**src/rtl/mem_bus_stage.sv**
```systemverilog
// MEM pipeline stage: forwards ALU results to write-back, or runs one data-bus
// access per memory op (IDLE -> BUSY -> IDLE), stalling upstream until ack.
// Big-endian byte lanes; stores replicate data across lanes, loads extract and extend.
// Optional feature: define MEM_ALIGN_CHECK_EN to trap misaligned half/word accesses
// (excp_align pulse, no bus request) instead of silently aligning the address down.
module mem_bus_stage (
  input  logic        clk,
  input  logic        rst,
  input  logic [4:0]  mem_wd,
  input  logic        mem_wreg,
  input  logic [31:0] mem_wdata,
  input  logic [7:0]  mem_aluop,
  input  logic [31:0] mem_addr,
  input  logic [31:0] mem_reg2,
  output logic        dbus_req,
  output logic        dbus_we,
  output logic [31:0] dbus_addr,
  output logic [3:0]  dbus_sel,
  output logic [31:0] dbus_wdata,
  input  logic [31:0] dbus_rdata,
  input  logic        dbus_ack,
  output logic [4:0]  wb_wd,
  output logic        wb_wreg,
  output logic [31:0] wb_wdata,
  output logic        stallreq,
  output logic        excp_align
);

  localparam logic [7:0] OpLb  = 8'hE0;
  localparam logic [7:0] OpLbu = 8'hE4;
  localparam logic [7:0] OpLh  = 8'hE1;
  localparam logic [7:0] OpLhu = 8'hE5;
  localparam logic [7:0] OpLw  = 8'hE3;
  localparam logic [7:0] OpSb  = 8'hE8;
  localparam logic [7:0] OpSh  = 8'hE9;
  localparam logic [7:0] OpSw  = 8'hEB;

  typedef enum logic {StIdle, StBusy} state_e;

  state_e      r_state;
  logic        r_is_load;
  logic        r_byte;
  logic        r_half;
  logic        r_sign;
  logic [1:0]  r_off;
  logic [4:0]  r_wd;

  logic        w_is_load;
  logic        w_is_store;
  logic        w_byte;
  logic        w_half;
  logic        w_word;
  logic        w_sign;
  logic        w_misalign;
  logic [1:0]  w_off;
  logic [3:0]  w_sel;
  logic [31:0] w_store_data;
  logic [7:0]  w_lane_byte;
  logic [15:0] w_lane_half;
  logic [31:0] w_load_data;

  // Decode the incoming op into access size, direction and lane selection.
  always_comb begin
    w_is_load  = 1'b0;
    w_is_store = 1'b0;
    w_byte     = 1'b0;
    w_half     = 1'b0;
    w_word     = 1'b0;
    w_sign     = 1'b0;
    case (mem_aluop)
      OpLb:    begin w_is_load  = 1'b1; w_byte = 1'b1; w_sign = 1'b1; end
      OpLbu:   begin w_is_load  = 1'b1; w_byte = 1'b1; end
      OpLh:    begin w_is_load  = 1'b1; w_half = 1'b1; w_sign = 1'b1; end
      OpLhu:   begin w_is_load  = 1'b1; w_half = 1'b1; end
      OpLw:    begin w_is_load  = 1'b1; w_word = 1'b1; end
      OpSb:    begin w_is_store = 1'b1; w_byte = 1'b1; end
      OpSh:    begin w_is_store = 1'b1; w_half = 1'b1; end
      OpSw:    begin w_is_store = 1'b1; w_word = 1'b1; end
      default: ;
    endcase

    // Sub-word offset with the bits below the access size forced to zero.
    if (w_byte)      w_off = mem_addr[1:0];
    else if (w_half) w_off = {mem_addr[1], 1'b0};
    else             w_off = 2'b00;

    if (w_byte)      w_sel = 4'b1000 >> w_off;
    else if (w_half) w_sel = w_off[1] ? 4'b0011 : 4'b1100;
    else if (w_word) w_sel = 4'b1111;
    else             w_sel = 4'b0000;

    if (w_byte)      w_store_data = {4{mem_reg2[7:0]}};
    else if (w_half) w_store_data = {2{mem_reg2[15:0]}};
    else             w_store_data = mem_reg2;

`ifdef MEM_ALIGN_CHECK_EN
    w_misalign = (w_half & mem_addr[0]) | (w_word & (mem_addr[1:0] != 2'b00));
`else
    w_misalign = 1'b0;
`endif
  end

  // Extract and extend the returned lane using the attributes latched at issue.
  always_comb begin
    case (r_off)
      2'd0:    w_lane_byte = dbus_rdata[31:24];
      2'd1:    w_lane_byte = dbus_rdata[23:16];
      2'd2:    w_lane_byte = dbus_rdata[15:8];
      default: w_lane_byte = dbus_rdata[7:0];
    endcase
    w_lane_half = r_off[1] ? dbus_rdata[15:0] : dbus_rdata[31:16];
    if (r_byte)      w_load_data = {{24{r_sign & w_lane_byte[7]}}, w_lane_byte};
    else if (r_half) w_load_data = {{16{r_sign & w_lane_half[15]}}, w_lane_half};
    else             w_load_data = dbus_rdata;
  end

  // Stall while an access is being issued or is still awaiting ack; never during reset.
  always_comb begin
    stallreq = 1'b0;
    if (!rst) begin
      if (r_state == StIdle) stallreq = (w_is_load | w_is_store) & ~w_misalign;
      else                   stallreq = ~dbus_ack;
    end
  end

  // Stage FSM: pass-through in IDLE, hold the bus request in BUSY until ack.
  always_ff @(posedge clk or posedge rst) begin
    if (rst) begin
      r_state    <= StIdle;
      r_is_load  <= 1'b0;
      r_byte     <= 1'b0;
      r_half     <= 1'b0;
      r_sign     <= 1'b0;
      r_off      <= 2'b00;
      r_wd       <= 5'd0;
      dbus_req   <= 1'b0;
      dbus_we    <= 1'b0;
      dbus_addr  <= 32'd0;
      dbus_sel   <= 4'd0;
      dbus_wdata <= 32'd0;
      wb_wd      <= 5'd0;
      wb_wreg    <= 1'b0;
      wb_wdata   <= 32'd0;
    end else begin
      case (r_state)
        StIdle: begin
          if (w_misalign) begin
            wb_wreg <= 1'b0;
          end else if (w_is_load | w_is_store) begin
            r_state    <= StBusy;
            r_is_load  <= w_is_load;
            r_byte     <= w_byte;
            r_half     <= w_half;
            r_sign     <= w_sign;
            r_off      <= w_off;
            r_wd       <= mem_wd;
            dbus_req   <= 1'b1;
            dbus_we    <= w_is_store;
            dbus_addr  <= {mem_addr[31:2], 2'b00};
            dbus_sel   <= w_sel;
            dbus_wdata <= w_store_data;
            wb_wreg    <= 1'b0;
          end else begin
            wb_wd    <= mem_wd;
            wb_wreg  <= mem_wreg;
            wb_wdata <= mem_wdata;
          end
        end
        StBusy: begin
          wb_wreg <= 1'b0;
          if (dbus_ack) begin
            r_state  <= StIdle;
            dbus_req <= 1'b0;
            dbus_we  <= 1'b0;
            if (r_is_load) begin
              wb_wreg  <= 1'b1;
              wb_wd    <= r_wd;
              wb_wdata <= w_load_data;
            end
          end
        end
        default: r_state <= StIdle;
      endcase
    end
  end

`ifdef MEM_ALIGN_CHECK_EN
  logic r_excp_align;

  // One-cycle flag for a trapped misaligned access seen in IDLE.
  always_ff @(posedge clk or posedge rst) begin
    if (rst) r_excp_align <= 1'b0;
    else     r_excp_align <= (r_state == StIdle) & w_misalign;
  end

  assign excp_align = r_excp_align;
`else
  assign excp_align = 1'b0;
`endif

endmodule

```
**config.mk**
```make
export PLATFORM = sky130hd
export DESIGN_NAME = mem_bus_stage
export DESIGN_NICKNAME = d
export VERILOG_FILES = /design/src/rtl/mem_bus_stage.sv
export SDC_FILE = /design/constraint.sdc
export NUM_CORES = 1
export LEC_CHECK = 0
export ABC_CLOCK_PERIOD_IN_PS = 10270
export BUFFER_PORTS_ARGS = -buffer_cell sky130_fd_sc_hd__buf_4
export CAP_MARGIN = 20
export CORE_UTILIZATION = 35
export DETAILED_ROUTE_END_ITERATION = 16
export HOLD_SLACK_MARGIN = 0.05
export PLACE_DENSITY_LB_ADDON = 0.3
export SKIP_LAST_GASP = 1
export SLEW_MARGIN = 20
export SYNTH_ARGS = -nofsm -noshare
export SYNTH_HDL_FRONTEND = slang
export SYNTH_SLANG_ARGS = --single-unit
```
**constraint.sdc**
```tcl
create_clock -name clk -period 10.27 [get_ports clk]
set_input_delay 1.027 -clock clk [delete_from_list [all_inputs] [get_ports clk]]
set_output_delay 1.027 -clock clk [all_outputs]
set_load 0.005 [all_outputs]
```
==> results.txt <==
- The run finished with clean final reports.
- The tool flagged a number of max-cap violations equal to 0.
* Synthesis-stage register bit count: about 120
* Starting density of the core: 36.28%
* Maximum clock skew at final layout: 0.006070 ns
- Top cells by area in the synthesized netlist: sky130_fd_sc_hd__dfrtp_1 (51%), sky130_fd_sc_hd__nand2_1 (12%), sky130_fd_sc_hd__mux2i_1 (7.2%), sky130_fd_sc_hd__nor2_1 (3.2%), sky130_fd_sc_hd__a22o_1 (2.6%)
* Remaining number of nets flagged by the antenna check after routing: 0
* DRC violation count after routing: 0
- The worst hold path terminates at r_wd[4]$_DFFE_PP0P_.
* Pwr/cell area: about 190 mW/mm^2
* Final hold vios: 0
* Design Power: between 1.5 and 2 mW
- Ranking of synthesized cells by instance count: sky130_fd_sc_hd__nand2_1 (190), sky130_fd_sc_hd__dfrtp_1 (118), sky130_fd_sc_hd__nor2_1 (49)
- Pin placement for this block handled approximately 260 I/O pins.
- Non-filler instance count after layout: 1078
- Final period utilization: between 30% and 40%
* Yosys top cell area share: approximately 51%
* Vias in the first global route: ~5.2k
- Worst hold-check path type: reg2reg
- In the synthesized netlist the dominant register cell turns out to be sky130_fd_sc_hd__dfrtp_1.
* Design area: 0.008453 sq mm
- Max Freq: 0.2571 GHz
- Compared with the post-synthesis result, the final layout area differs by 45.10%.
- Once the clock tree was built, the resizer swapped 0 gates to a different size.
- Of all nets on the critical path, the largest fanout is 101.
- The critical path is of the in2out type.
- Layout cell share with drive strength beyond 1: 35.73%
- Detailed-route vias per instance: 5.001
- Number of sinks driven by the clock tree: around 120
- Most common cell in the netlist: sky130_fd_sc_hd__nand2_1
- R2R Path End: wb_wdata[25]$_DFFE_PP0P_
- Unrepaired setup endpoints after global routing: false
* Number of diodes added for antenna fixing: 0
* Max-slew violations: 0
- Die height: 131.0 microns
- Initial antenna violation count: 0
- The first global-routing pass estimated about 27 mm of wire.
* Cell leakage power: between 4 and 5 nW
- Summing all placed instances gives a cell area of 0.007792 sq mm.
- Clock insertion delay at the later pin of the skew report: 0.41 ns
- Headroom to the max-slew limit came out at 25.32%.
- Share of synthesized flip-flops with an asynchronous set or reset: 100.0%
* Beginning of the worst hold path: r_wd[4]$_DFFE_PP0P_
- Worst VDD drop: 0.1149 mV
* Clk slew on worst S/H paths: 0.06 ns
* Post-layout nets: 994
* Number of setup buffers added after CTS: 0
* Number of different library cells in the post-synthesis netlist: 45
- The worst register-to-register path has a depth of 4.
* Largest net degree at the start of global routing: 102
- Total clock buffers created by CTS: 17
- Required time of the critical path: 9.24 ns
* Post-synthesis instance area: around 0.0058 sq mm
- Counting tap cells, the placed design contains a total of ~1.0k instances.
- Number of detailed-route iterations in the first pass: 6
- Setup slack on the worst reg-to-reg path comes out at 7.94 ns.
- TritonCTS built the clock tree.
- Post-CTS Hold Fix Bufs: 0
- DIE AREA: 0.01716 sq mm
- Biggest area consumer among synthesized cells: sky130_fd_sc_hd__dfrtp_1
* Final global-route overflow total: 0
* Number of design-rule violations left by the first detailed-router iteration: 291
* Root buf cell: sky130_fd_sc_hd__clkbuf_16
- In this run the number of H-tree levels came out at 4.
- Setup TNS Final: 0 ns
- The core region is 0.01606 sq mm.
* Share of the yosys chip area belonging to registers: about half
* Launch instance of the worst register-to-register path: r_byte$_DFFE_PP0P_
- Routed wire length: around 18 mm
* Total number of yosys warnings: 0
- Final-report setup violation count: 0
- Routed vias: 5391
* Maximum number of buffers from clock root to sink: 2
- Average footprint of a synthesized cell: approximately 9.4 sq um
* Wire length per cell: roughly 17 microns
* Slew of the pin with the lowest slew margin: 1.117 ns
- Capturing element type of the critical path: output pin
* Port Buffers: 251
- Final Wtd Congestion: approximately 0.8
- Yosys mapped a number of flops with a built-in enable equal to 0.
- Overall track demand over capacity in global routing: between 20% and 30%
- Subtracting the final worst setup slack from the clock period gives between 3 and 4 ns.
- Data arrives at the worst endpoint at 2.86 ns.
- Die X-Extent: 131.0 microns
* Half-perimeter wire length after placement: between 10 and 15 mm
- Mapped Cells: 621
- Filler cell count: 1472
- Category of the worst setup path launch point: primary input
- Rows: 46
- Hold Crit Depth: 2
==> cell usage in the layout, fill, tap and decap left out, types with 17 or more instances in the layout <==
cell                          n
sky130_fd_sc_hd__buf_4      257
sky130_fd_sc_hd__clkbuf_16   17
sky130_fd_sc_hd__a211oi_1    17
sky130_fd_sc_hd__a22o_1      17
sky130_fd_sc_hd__o21ai_0     25
sky130_fd_sc_hd__dfrtp_1    117
sky130_fd_sc_hd__mux2i_1     42
sky130_fd_sc_hd__nor2_1      49
sky130_fd_sc_hd__nand2_1    190
sky130_fd_sc_hd__o31ai_1     18
==> through the flow <==
step | worst slack, ns | hold WS, ns | utilization (%)
detailed placement | 6.395 | 0.4624 | 48.53
global route | 6.265 | 0.5055 | 52.64
floorplan | 6.114 | 0.4454 | -
global placement | 6.387 | 0.4573 | 48.53
finish | 6.381 | 0.4741 | 52.64
CTS | 6.399 | 0.4769 | 52.59
==> cell type report <==
class | count | area [sq um] | area share (%)
flip-flops and latches | 118 | 2954 | 34.95
repair buffers | 257 | 1929 | 22.82
multi-input cells | 449 | 2623 | 31.02
well taps | 216 | 270.3 | 3.197
clock buffers | 18 | 429.2 | 5.077
inverters | 6 | 25.02 | 0.2960
clock inverters | 14 | 222.7 | 2.635
==> power breakdown <==
group,internal (mW),total [mW],switching [mW]
registers,0.550,0.599,0.0496
clock network,0.434,0.663,0.229
logic,0.177,0.311,0.134
total,1.16,1.57,0.413
==> layer usage <==
| metal | up-vias | global-route usage [%] | wire [microns] |
|---|---|---|---|
| met1 | 2511 | 25.84 | 7315 |
| li1 | 2607 | - | - |
| met2 | 250 | 35.01 | 8651 |
| met5 | - | 0 | 0 |
| met4 | 0 | 8.790 | 384 |
| met3 | 23 | 7.085 | 1851 |
==> flip-flops by register name, indices dropped and copies added, names as in the netlist <==
| name | count |
|---|---|
| dbus_we | 1 |
| dbus_req | 1 |
| r_wd | 5 |
| wb_wreg | 1 |
| r_state | 1 |
| r_byte | 1 |
| r_is_load | 1 |
| dbus_sel | 4 |
| dbus_wdata | 32 |
| r_sign | 1 |
| wb_wdata | 32 |
| r_off | 2 |
| r_half | 1 |
| dbus_addr | 30 |
| wb_wd | 5 |
==> worst max path at each step <==
stage	start	endpoint	slack, ns
2_1_floorplan	rst	dbus_addr[10]$_DFFE_PP0P_	6.11
3_3_place_gp	mem_aluop[4]	stallreq	6.39
3_5_place_dp	mem_aluop[4]	stallreq	6.39
4_1_cts	mem_aluop[4]	stallreq	6.40
5_1_grt	mem_aluop[4]	stallreq	6.27
6_report	mem_aluop[4]	stallreq	6.38
==> critical path: stages <==
cell and delay (ns):
sky130_fd_sc_hd__buf_4 0.11, sky130_fd_sc_hd__nand4b_4 0.30, sky130_fd_sc_hd__or4_4 0.57, sky130_fd_sc_hd__buf_4 0.40, sky130_fd_sc_hd__a21oi_1 0.25, sky130_fd_sc_hd__buf_4 0.13
==> kinds of logic after synthesis <==
family / count (synthesis) / share of synthesized area, %
DFF: 118 / 50.69
and+or+nand+nor: 260 / 18.30
muxes: 51 / 8.956
buffers and inverters: 56 / 4.768
other: 1 / 0.06437
AOI/OAI and AO/OA: 135 / 17.23
Note: power is estimated with default switching activity, not from simulation.
